`config.mk`:
```
export PLATFORM = sky130hd
export DESIGN_NAME = qmatvec_stream
export DESIGN_NICKNAME = d
export VERILOG_FILES = /design/src/rtl/qmatvec_stream.sv
export SDC_FILE = /design/constraint.sdc
export NUM_CORES = 2
export LEC_CHECK = 0
export ABC_AREA = 0
export CAP_MARGIN = 25
export CORE_MARGIN = 1.5
export CORE_UTILIZATION = 55
export CTS_BUF_LIST = sky130_fd_sc_hd__clkbuf_8
export CTS_CLUSTER_DIAMETER = 120
export DETAILED_ROUTE_END_ITERATION = 8
export PLACE_DENSITY = 0.72
export SLEW_MARGIN = 20
export SYNTH_ARGS = -nofsm -noshare
export SYNTH_HDL_FRONTEND = slang
export SYNTH_SLANG_ARGS = --single-unit
```
`constraint.sdc`:
```
create_clock -name clk_i -period 8.9 [get_ports clk_i]
set_input_delay 0.89 -clock clk_i [delete_from_list [all_inputs] [get_ports clk_i]]
set_output_delay 0.89 -clock clk_i [all_outputs]
set_load 0.03 [all_outputs]
```
`src/rtl/qmatvec_stream.sv`:
```
// qmatvec_stream: streaming quantized matrix-vector engine.
// Accepts VEC_LEN signed Q16.16 elements, quantizes each to Q_W bits, and MACs it against
// LANES weights in parallel. It then dequantizes each accumulator and emits one lane per beat.
// Ports:
//   clk_i, rstn_i          clock (rising edge), asynchronous active-low reset
//   start_i                start pulse, only honoured in idle
//   x_valid_i/x_ready_o    input element handshake
//   x_data_i               input element (signed fixed point)
//   w_data_i               LANES weights for this element, lane 0 in the MSBs
//   out_valid_o/ready_i    output beat handshake
//   out_last_o             marks the lane LANES-1 beat
//   dout_o                 dequantized, saturated result
//   busy_o, done_o         status; done_o pulses once after the final output handshake
module qmatvec_stream #(
   parameter int unsigned IN_W    = 32,
   parameter int unsigned Q_W     = 8,
   parameter int unsigned LANES   = 4,
   parameter int unsigned VEC_LEN = 8,
   parameter int unsigned ACC_W   = 32,
   parameter int unsigned OUT_W   = 32,
   parameter logic [31:0] QMUL_X  = 32'd2408,
   parameter logic [31:0] DEQ_MUL = 32'd134
) (
   input  logic                  clk_i,
   input  logic                  rstn_i,
   input  logic                  start_i,
   input  logic                  x_valid_i,
   output logic                  x_ready_o,
   input  logic [IN_W-1:0]       x_data_i,
   input  logic [LANES*Q_W-1:0]  w_data_i,
   output logic                  out_valid_o,
   input  logic                  out_ready_i,
   output logic                  out_last_o,
   output logic [OUT_W-1:0]      dout_o,
   output logic                  busy_o,
   output logic                  done_o
);

   localparam int unsigned CNT_W  = $clog2(VEC_LEN + 1);
   localparam int unsigned LANE_W = (LANES > 1) ? $clog2(LANES) : 1;
   localparam int unsigned P_W    = IN_W + 33;
   localparam int unsigned Y_W    = ACC_W + 33;
   localparam logic [P_W-1:0] RND_HALF = P_W'(1) << 31;

   typedef enum logic [2:0] {StIdle, StAccum, StDrain, StOutput, StDone} state_e;

   state_e                   state_q, state_d;
   logic [CNT_W-1:0]         cnt_q, cnt_d;
   logic                     drain_q, drain_d;
   logic [LANE_W-1:0]        lane_q, lane_d;
   logic signed [Q_W-1:0]    q_q, q_d;
   logic [LANES*Q_W-1:0]     w_q, w_d;
   logic                     mac_q, mac_d;
   logic signed [ACC_W-1:0]  acc_q [LANES];
   logic signed [ACC_W-1:0]  acc_d [LANES];
   logic signed [ACC_W-1:0]  acc_mac [LANES];
   logic [OUT_W-1:0]         dout_q, dout_d;
   logic                     last_q, last_d;
   logic                     valid_q, valid_d;

   logic                     x_accept;
   logic signed [P_W-1:0]    prod, rnd;
   logic signed [IN_W:0]     q_full;
   logic signed [Q_W-1:0]    q_sat;
   logic [LANE_W-1:0]        deq_sel;
   logic signed [Y_W-1:0]    y_full;
   logic [OUT_W-1:0]         y_sat;
   logic signed [2*Q_W-1:0]  mprod [LANES];

   assign x_ready_o   = (state_q == StAccum) && (cnt_q < CNT_W'(VEC_LEN));
   assign x_accept    = x_valid_i && x_ready_o;
   assign out_valid_o = valid_q;
   assign out_last_o  = last_q;
   assign dout_o      = dout_q;
   assign busy_o      = (state_q != StIdle) && (state_q != StDone);
   assign done_o      = (state_q == StDone);

   // Quantize: round half up via +2^31 before dropping the 32 fraction bits, then clamp.
   always_comb begin
      prod   = P_W'($signed(x_data_i)) * $signed(P_W'({1'b0, QMUL_X}));
      rnd    = prod + $signed(RND_HALF);
      q_full = rnd[P_W-1:32];
      if (!q_full[IN_W] && (|q_full[IN_W-1:Q_W-1])) begin
         q_sat = {1'b0, {(Q_W-1){1'b1}}};
      end else if (q_full[IN_W] && !(&q_full[IN_W-1:Q_W-1])) begin
         q_sat = {1'b1, {(Q_W-1){1'b0}}};
      end else begin
         q_sat = q_full[Q_W-1:0];
      end
   end

   // One shared dequantizer: lane 0 while draining, otherwise the lane after the current beat.
   always_comb begin
      deq_sel = '0;
      if (state_q == StOutput && lane_q != LANE_W'(LANES - 1)) begin
         deq_sel = lane_q + LANE_W'(1);
      end
      y_full = Y_W'(acc_q[deq_sel]) * $signed(Y_W'({1'b0, DEQ_MUL}));
      if (!y_full[Y_W-1] && (|y_full[Y_W-2:OUT_W-1])) begin
         y_sat = {1'b0, {(OUT_W-1){1'b1}}};
      end else if (y_full[Y_W-1] && !(&y_full[Y_W-2:OUT_W-1])) begin
         y_sat = {1'b1, {(OUT_W-1){1'b0}}};
      end else begin
         y_sat = y_full[OUT_W-1:0];
      end
   end

   always_comb begin
      for (int k = 0; k < LANES; k++) begin
         mprod[k]   = (2*Q_W)'(q_q) * $signed((2*Q_W)'($signed(w_q[LANES*Q_W-1-k*Q_W -: Q_W])));
         acc_mac[k] = acc_q[k] + ACC_W'(mprod[k]);
      end
   end

   always_comb begin
      state_d = state_q;
      cnt_d   = cnt_q;
      drain_d = drain_q;
      lane_d  = lane_q;
      q_d     = q_q;
      w_d     = w_q;
      mac_d   = 1'b0;
      acc_d   = acc_q;
      dout_d  = dout_q;
      last_d  = last_q;
      valid_d = valid_q;
      // The final MAC lands during the first drain cycle.
      if (mac_q) acc_d = acc_mac;
      unique case (state_q)
         StIdle: begin
            if (start_i) begin
               for (int k = 0; k < LANES; k++) acc_d[k] = '0;
               cnt_d   = '0;
               state_d = StAccum;
            end
         end
         StAccum: begin
            if (x_accept) begin
               q_d   = q_sat;
               w_d   = w_data_i;
               mac_d = 1'b1;
               cnt_d = cnt_q + CNT_W'(1);
               if (cnt_q == CNT_W'(VEC_LEN - 1)) begin
                  state_d = StDrain;
                  drain_d = 1'b0;
               end
            end
         end
         StDrain: begin
            if (!drain_q) begin
               drain_d = 1'b1;
            end else begin
               state_d = StOutput;
               lane_d  = '0;
               dout_d  = y_sat;
               last_d  = (LANES == 1);
               valid_d = 1'b1;
            end
         end
         StOutput: begin
            if (out_ready_i) begin
               if (last_q) begin
                  valid_d = 1'b0;
                  last_d  = 1'b0;
                  state_d = StDone;
               end else begin
                  lane_d = lane_q + LANE_W'(1);
                  dout_d = y_sat;
                  last_d = ((lane_q + LANE_W'(1)) == LANE_W'(LANES - 1));
               end
            end
         end
         StDone:  state_d = StIdle;
         default: state_d = StIdle;
      endcase
   end

   always_ff @(posedge clk_i or negedge rstn_i) begin
      if (!rstn_i) begin
         state_q <= StIdle;
         cnt_q   <= '0;
         drain_q <= 1'b0;
         lane_q  <= '0;
         q_q     <= '0;
         w_q     <= '0;
         mac_q   <= 1'b0;
         for (int k = 0; k < LANES; k++) acc_q[k] <= '0;
         dout_q  <= '0;
         last_q  <= 1'b0;
         valid_q <= 1'b0;
      end else begin
         state_q <= state_d;
         cnt_q   <= cnt_d;
         drain_q <= drain_d;
         lane_q  <= lane_d;
         q_q     <= q_d;
         w_q     <= w_d;
         mac_q   <= mac_d;
         acc_q   <= acc_d;
         dout_q  <= dout_d;
         last_q  <= last_d;
         valid_q <= valid_d;
      end
   end

endmodule

```
Yosys cells after proc, flatten, opt, wreduce, memory -nomap -nowiden
Index checks and enable logic that the tools add are counted.
W data, S select, Z words.
{"block": "totals", "ff_bits": 213, "in_bits": 69}
{"block": "classes", "n_reduce_logical": 28, "add_sub_neg": 7, "mul": 6, "n_eq_ne": 15, "n_bitwise": 1, "muxes": 42, "order_cmp": 2}
{"cell": "$mux W128", "n": 3}
{"cell": "$mux W32", "n": 7}
{"cell": "$add A32 B16 Y32", "n": 4}
{"cell": "$bmux W32 S2", "n": 1}
{"cell": "$mul A8 B8 Y16", "n": 4}
{"cell": "$pmux W32 S2", "n": 1}
{"cell": "$add A45 B33 Y46 const B", "n": 1}
{"cell": "$mul A32 B10 Y42 const B", "n": 1}
{"cell": "$mul A32 B8 Y40 const B", "n": 1}
{"cell": "$reduce_and A33 Y1", "n": 1}
{"cell": "$reduce_or A33 Y1", "n": 1}
{"cell": "$reduce_and A25 Y1", "n": 1}
{"cell": "$reduce_or A25 Y1", "n": 1}
{"cell": "$mux W3", "n": 6}
{"cell": "$mux W8", "n": 2}
{"cell": "$ne A2 B2 Y1 const B", "n": 7}
{"cell": "$pmux W3 S4", "n": 1}
{"cell": "$mux W1", "n": 10}
{"cell": "$reduce_and A3 Y1", "n": 3}
{"cell": "$logic_and A1 B1 Y1", "n": 8}
{"cell": "$mux W2", "n": 4}
{"cell": "$mux W4", "n": 2}
{"cell": "$pmux W4 S2", "n": 1}
{"cell": "$reduce_and A4 Y1", "n": 2}
{"cell": "20 further kinds", "n": 28}

Logic depth before layout (Yosys ltp)
{"block": "depth", "depth_word": 16, "depth_mapped": 27, "depth_no_buf": 25}

Worst setup path after synthesis
Ideal clock, no wire load.
{"block": "synth_path", "kind": "flip-flop to flip-flop", "start": "register q_q[7]", "end": "register acc_q[31] (netlist bit)", "slack_ps": 2010, "t_arrival_ps": 6812, "period_less_slack_ps": 6890, "setup_ps": 78, "path_stages_with_launch": 24, "required_ps": 8822, "n_path_buf": 1, "cell_sequence": "dfrtp_1 clkbuf_1 nand2_1 fa_1 inv_1 fa_1 inv_1 fa_1 inv_1 fa_1 ha_1 ha_1 a21o_1 a21o_1 a21o_1 a21o_1 a21o_1 a21o_1 a221oi_1 a21oi_1 o211a_1 or3_1 a31o_2 a21oi_1"}
{"item": "from (decl)", "line_no": "51", "source": "logic signed [Q_W-1:0] q_q, q_d;"}
{"item": "from (signal assigned)", "line_no": "196", "source": "q_q <= q_d;"}
{"item": "to (signal assigned)", "line_no": "199", "source": "acc_q <= acc_d;"}
{"item": "to (decl)", "line_no": "54", "source": "logic signed [ACC_W-1:0] acc_q [LANES];"}

Worst setup path after layout
{"block": "layout_path", "start": "register state_q[1]", "end": "register dout_q[2] (netlist: dout_o[2])"}
{"block": "layout_via", "elab_chain_cells": 16, "word_cells_on_any_way": 26, "classes_between": "mul: 1; eq/ne: 5; mux: 10; bitwise: 1; reduce/logical: 9"}
{"item": "from (decl)", "line_no": "47", "source": "state_e state_q, state_d;"}
{"item": "from (signal assigned)", "line_no": "180", "source": "state_q <= StIdle;"}
{"item": "from (signal assigned)", "line_no": "192", "source": "state_q <= state_d;"}
{"item": "$eq A3 B2 Y1", "line_no": "95, 129"}
{"item": "$logic_and A1 B1 Y1", "line_no": "95", "source": "if (state_q == StOutput && lane_q != LANE_W'(LANES - 1)) begin"}
{"item": "$mux W2", "line_no": "95"}
{"item": "$not A2 Y3 (implied by the code)", "line_no": "98", "source": "y_full = Y_W'(acc_q[deq_sel]) * $signed(Y_W'({1'b0, DEQ_MUL}));"}
{"item": "$bmux W32 S2", "line_no": "98"}
{"item": "$mux W32 (implied by the code) (2 in series)", "line_no": "98"}
{"item": "$mul A32 B8 Y40", "line_no": "98"}
{"item": "$reduce_and A33 Y1", "line_no": "101", "source": "end else if (y_full[Y_W-1] && !(&y_full[Y_W-2:OUT_W-1])) begin"}
{"item": "$logic_not A1 Y1", "line_no": "101"}
{"item": "$logic_and A1 B1 Y1", "line_no": "101"}
{"item": "$mux W32", "line_no": "101"}
{"item": "$mux W32", "line_no": "99", "source": "if (!y_full[Y_W-1] && (|y_full[Y_W-2:OUT_W-1])) begin"}
{"item": "$mux W32", "line_no": "162", "source": "if (last_q) begin"}
{"item": "$mux W32", "line_no": "161", "source": "if (out_ready_i) begin"}
{"item": "$pmux W32 S2", "line_no": "129", "source": "unique case (state_q)"}
{"item": "to (signal assigned)", "line_no": "200", "source": "dout_q <= dout_d;"}
{"item": "to (decl)", "line_no": "57", "source": "logic [OUT_W-1:0] dout_q, dout_d;"}
Several ways; a longest one is shown, not always the timed one. The select of a mux whose other input is x is not followed.
A chain may end at the register's enable or synchronous reset.

==> impl_metrics.tcl <==
set metrics [dict create \
    synth_top_family_by_area "adder cells" \
    wl_per_cell_um 16.8 \
    routed_wl_um 92700 \
    avgViaCountPerCell 5.37 \
    rows 99 \
    path_class "flip-flop to flip-flop" \
    hold_ws_ns 0.304 \
    grt_use_total 0.258 \
    slew_headroom 0.324 \
    vias 29700 \
    cts_setup_buffers 0 \
    stdcell_count 5525 \
    async_flop_share 1.00 \
    start_util 0.559 \
    ys_types 98 \
    maxCapViolCount 0 \
    cts_tree "done" \
    cts_buffer_depth 3 \
    clkTransAtPathRegs_ns 0.07 \
    rsz0062_at_grt "false" \
    post-route-period-util 0.867 \
    end_kind "flip-flop" \
    synth_cells 4455 \
    drt_pass1_iterations 5 \
    drive_gt1_frac 0.0381 \
    cts_hold_repair.buffers 0 \
    synth-edff-count 0 \
    synth_top_area_cell "fa_1" \
    syn_nets 5712 \
    synthToLayoutAreaGrowth_pct 7.59 \
    status "finished clean" \
    finalHoldViolCount 0 \
    synth_compound_area_frac 0.0984 \
    synth_top_area_share 0.323 \
    clock-sinks 213 \
    drt-initial-drc-count 1444 \
    ctsResizeCount 0 \
    port_buffers 105 \
    crit_start "state_q[1]" \
    antenna_found_initial 2 \
    crit_required_ns 9.41 \
    tns_ns 0 \
    critical_path.startpoint_type "flip-flop" \
    synthTopCellsByArea "fa_1 (32%), ha_1 (16%), dfrtp_1 (13%)" \
    die_area_um2 76100 \
    coreArea_um2 73300 \
    avgSynthCellArea_um2 9.20 \
    synthAdderAreaFrac 0.484 \
    synthSimpleGateAreaFrac 0.113 \
    antenna_left 0 \
    drc 0 \
    fin_nets 5796 \
    gr-total-overflow 0 \
    h-tree-depth 2 \
    worst_slew_pin_slew_ns 1.01 \
    root_buffer "clkbuf_8" \
    die_w_um 276 \
    synthFlopType "dfrtp_1" \
    drv_slew 0 \
    die_h_um 276 \
    min_period_ns 7.72 \
    ys_ff_latch 213 \
    synth_xor_area_frac 0.0342 \
    syn_area_um2 41000 \
    muxShareOfSynthArea 0.0306 \
    post-place-cells 5449 \
    numCtsBuffers 43 \
    yosys_warnings 0 \
    hold_class "input pin to async pin" \
    hpwl_um 75500 \
    fmax_mhz 130 \
    finalSetupViolations 0 \
    fin_worst_skew_ns 0.0390 \
    clock_latency_ns 0.65 \
    final_cell_mix "inv_1 (1,078), fa_1 (662), ha_1 (526)" \
    seq_area_frac_synth 0.130 \
    layout_commonest_cell "inv_1" \
    place.gp.congestion 0.900 \
    grt_first_pass_wirelength_um 157000 \
    ios 106 \
    worstReg2RegStart "state_q[1]" \
    first_global_vias 30900 \
    grt_max_degree 103 \
    arrival_ns 8.23 \
    crit_fanout 28 \
]
[layer usage]
metal  part of all wire  GRT usage
met3              0.040     0.0278
met5                  0          0
met2               0.47      0.426
met1               0.45      0.358
met4              0.035     0.0844
[stage by stage]
step | utilization | setup WS, ns | area, um^2
2_1_floorplan | - | 2.01 | 41000
3_3_place_gp | 0.588 | 1.02 | 43100
3_5_place_dp | 0.588 | 1.17 | 43100
4_1_cts | 0.600 | 1.12 | 44000
5_1_grt | 0.601 | 0.755 | 44100
6_report | 0.601 | 1.18 | 44100
[Yosys cell counts (79+ instances only)]
cell type,number
mux2i_1,122
inv_1,1072
and2_1,120
dfrtp_1,213
o21ai_0,121
fa_1,662
ha_1,526
a21o_1,79
xnor2_1,126
nand2_1,347
clkbuf_1,90
nor2_1,247
a21oi_1,184
[path summary, 6_finish.rpt]
| kind | to | slack [ns] | depth (start not counted) |
|---|---|---|---|
| max | dout_o[2] | 1.18 | 24 |
| min | out_valid_o | 0.30 | 1 |
| max reg2reg | dout_o[2] | 1.18 | 24 |
| min reg2reg | state_q[0] | 0.45 | 1 |
| max in group asynchronous | mac_q | 7.05 | 2 |
| min in group clk_i | state_q[0] | 0.45 | 1 |
[cell families after synthesis]
| family | after synthesis |
|---|---|
| AND/OR/NAND/NOR | 973 |
| AO/OA/AOI/OAI | 611 |
| multiplexers | 125 |
| XOR/XNOR | 159 |
| buffers and inverters | 1186 |
| adder cells (fa/ha/maj) | 1188 |
| flip-flops | 213 |
[flip-flops by register name (all words and copies together) (netlist names)]
| name | cells |
|---|---|
| lane_q | 2 |
| out_last_o | 1 |
| w_q | 32 |
| drain_q | 1 |
| out_valid_o | 1 |
| state_q | 3 |
| dout_o | 32 |
| cnt_q | 4 |
| mac_q | 1 |
| q_q | 8 |
| acc_q | 128 |
[final cells by class]
type | count | area (um^2)
multi-input combinational | 3056 | 31200
fill | 6337 | 29300
sequential | 213 | 5330
inverter | 1072 | 4020
timing repair buffer | 153 | 1480
tap | 959 | 1200
clock buffer | 51 | 702
clock inverter | 20 | 148
antenna | 1 | 2.50
[worst max-delay path, cell delays in order (launching register included)]
cell	delay [ns]
dfrtp_1	0.45
and2b_1	0.27
nand2_2	0.18
nor3_4	0.60
buf_4	0.51
mux2i_1	0.50
o21ai_0	0.33
ha_1	0.40
ha_1	0.29
inv_1	0.05
fa_1	0.47
inv_1	0.04
ha_1	0.35
a211oi_1	0.32
o21ai_0	0.20
nand4_1	0.14
a21oi_1	0.08
or4_1	0.44
o221a_2	0.25
a311oi_1	0.41
a211oi_1	0.09
o2111ai_1	0.25
nand3_2	0.48
nand2_1	0.34
a22oi_1	0.10
Power is not shown: default switching activity piles up to over one toggle a cycle in this logic, so the estimate is an artifact.
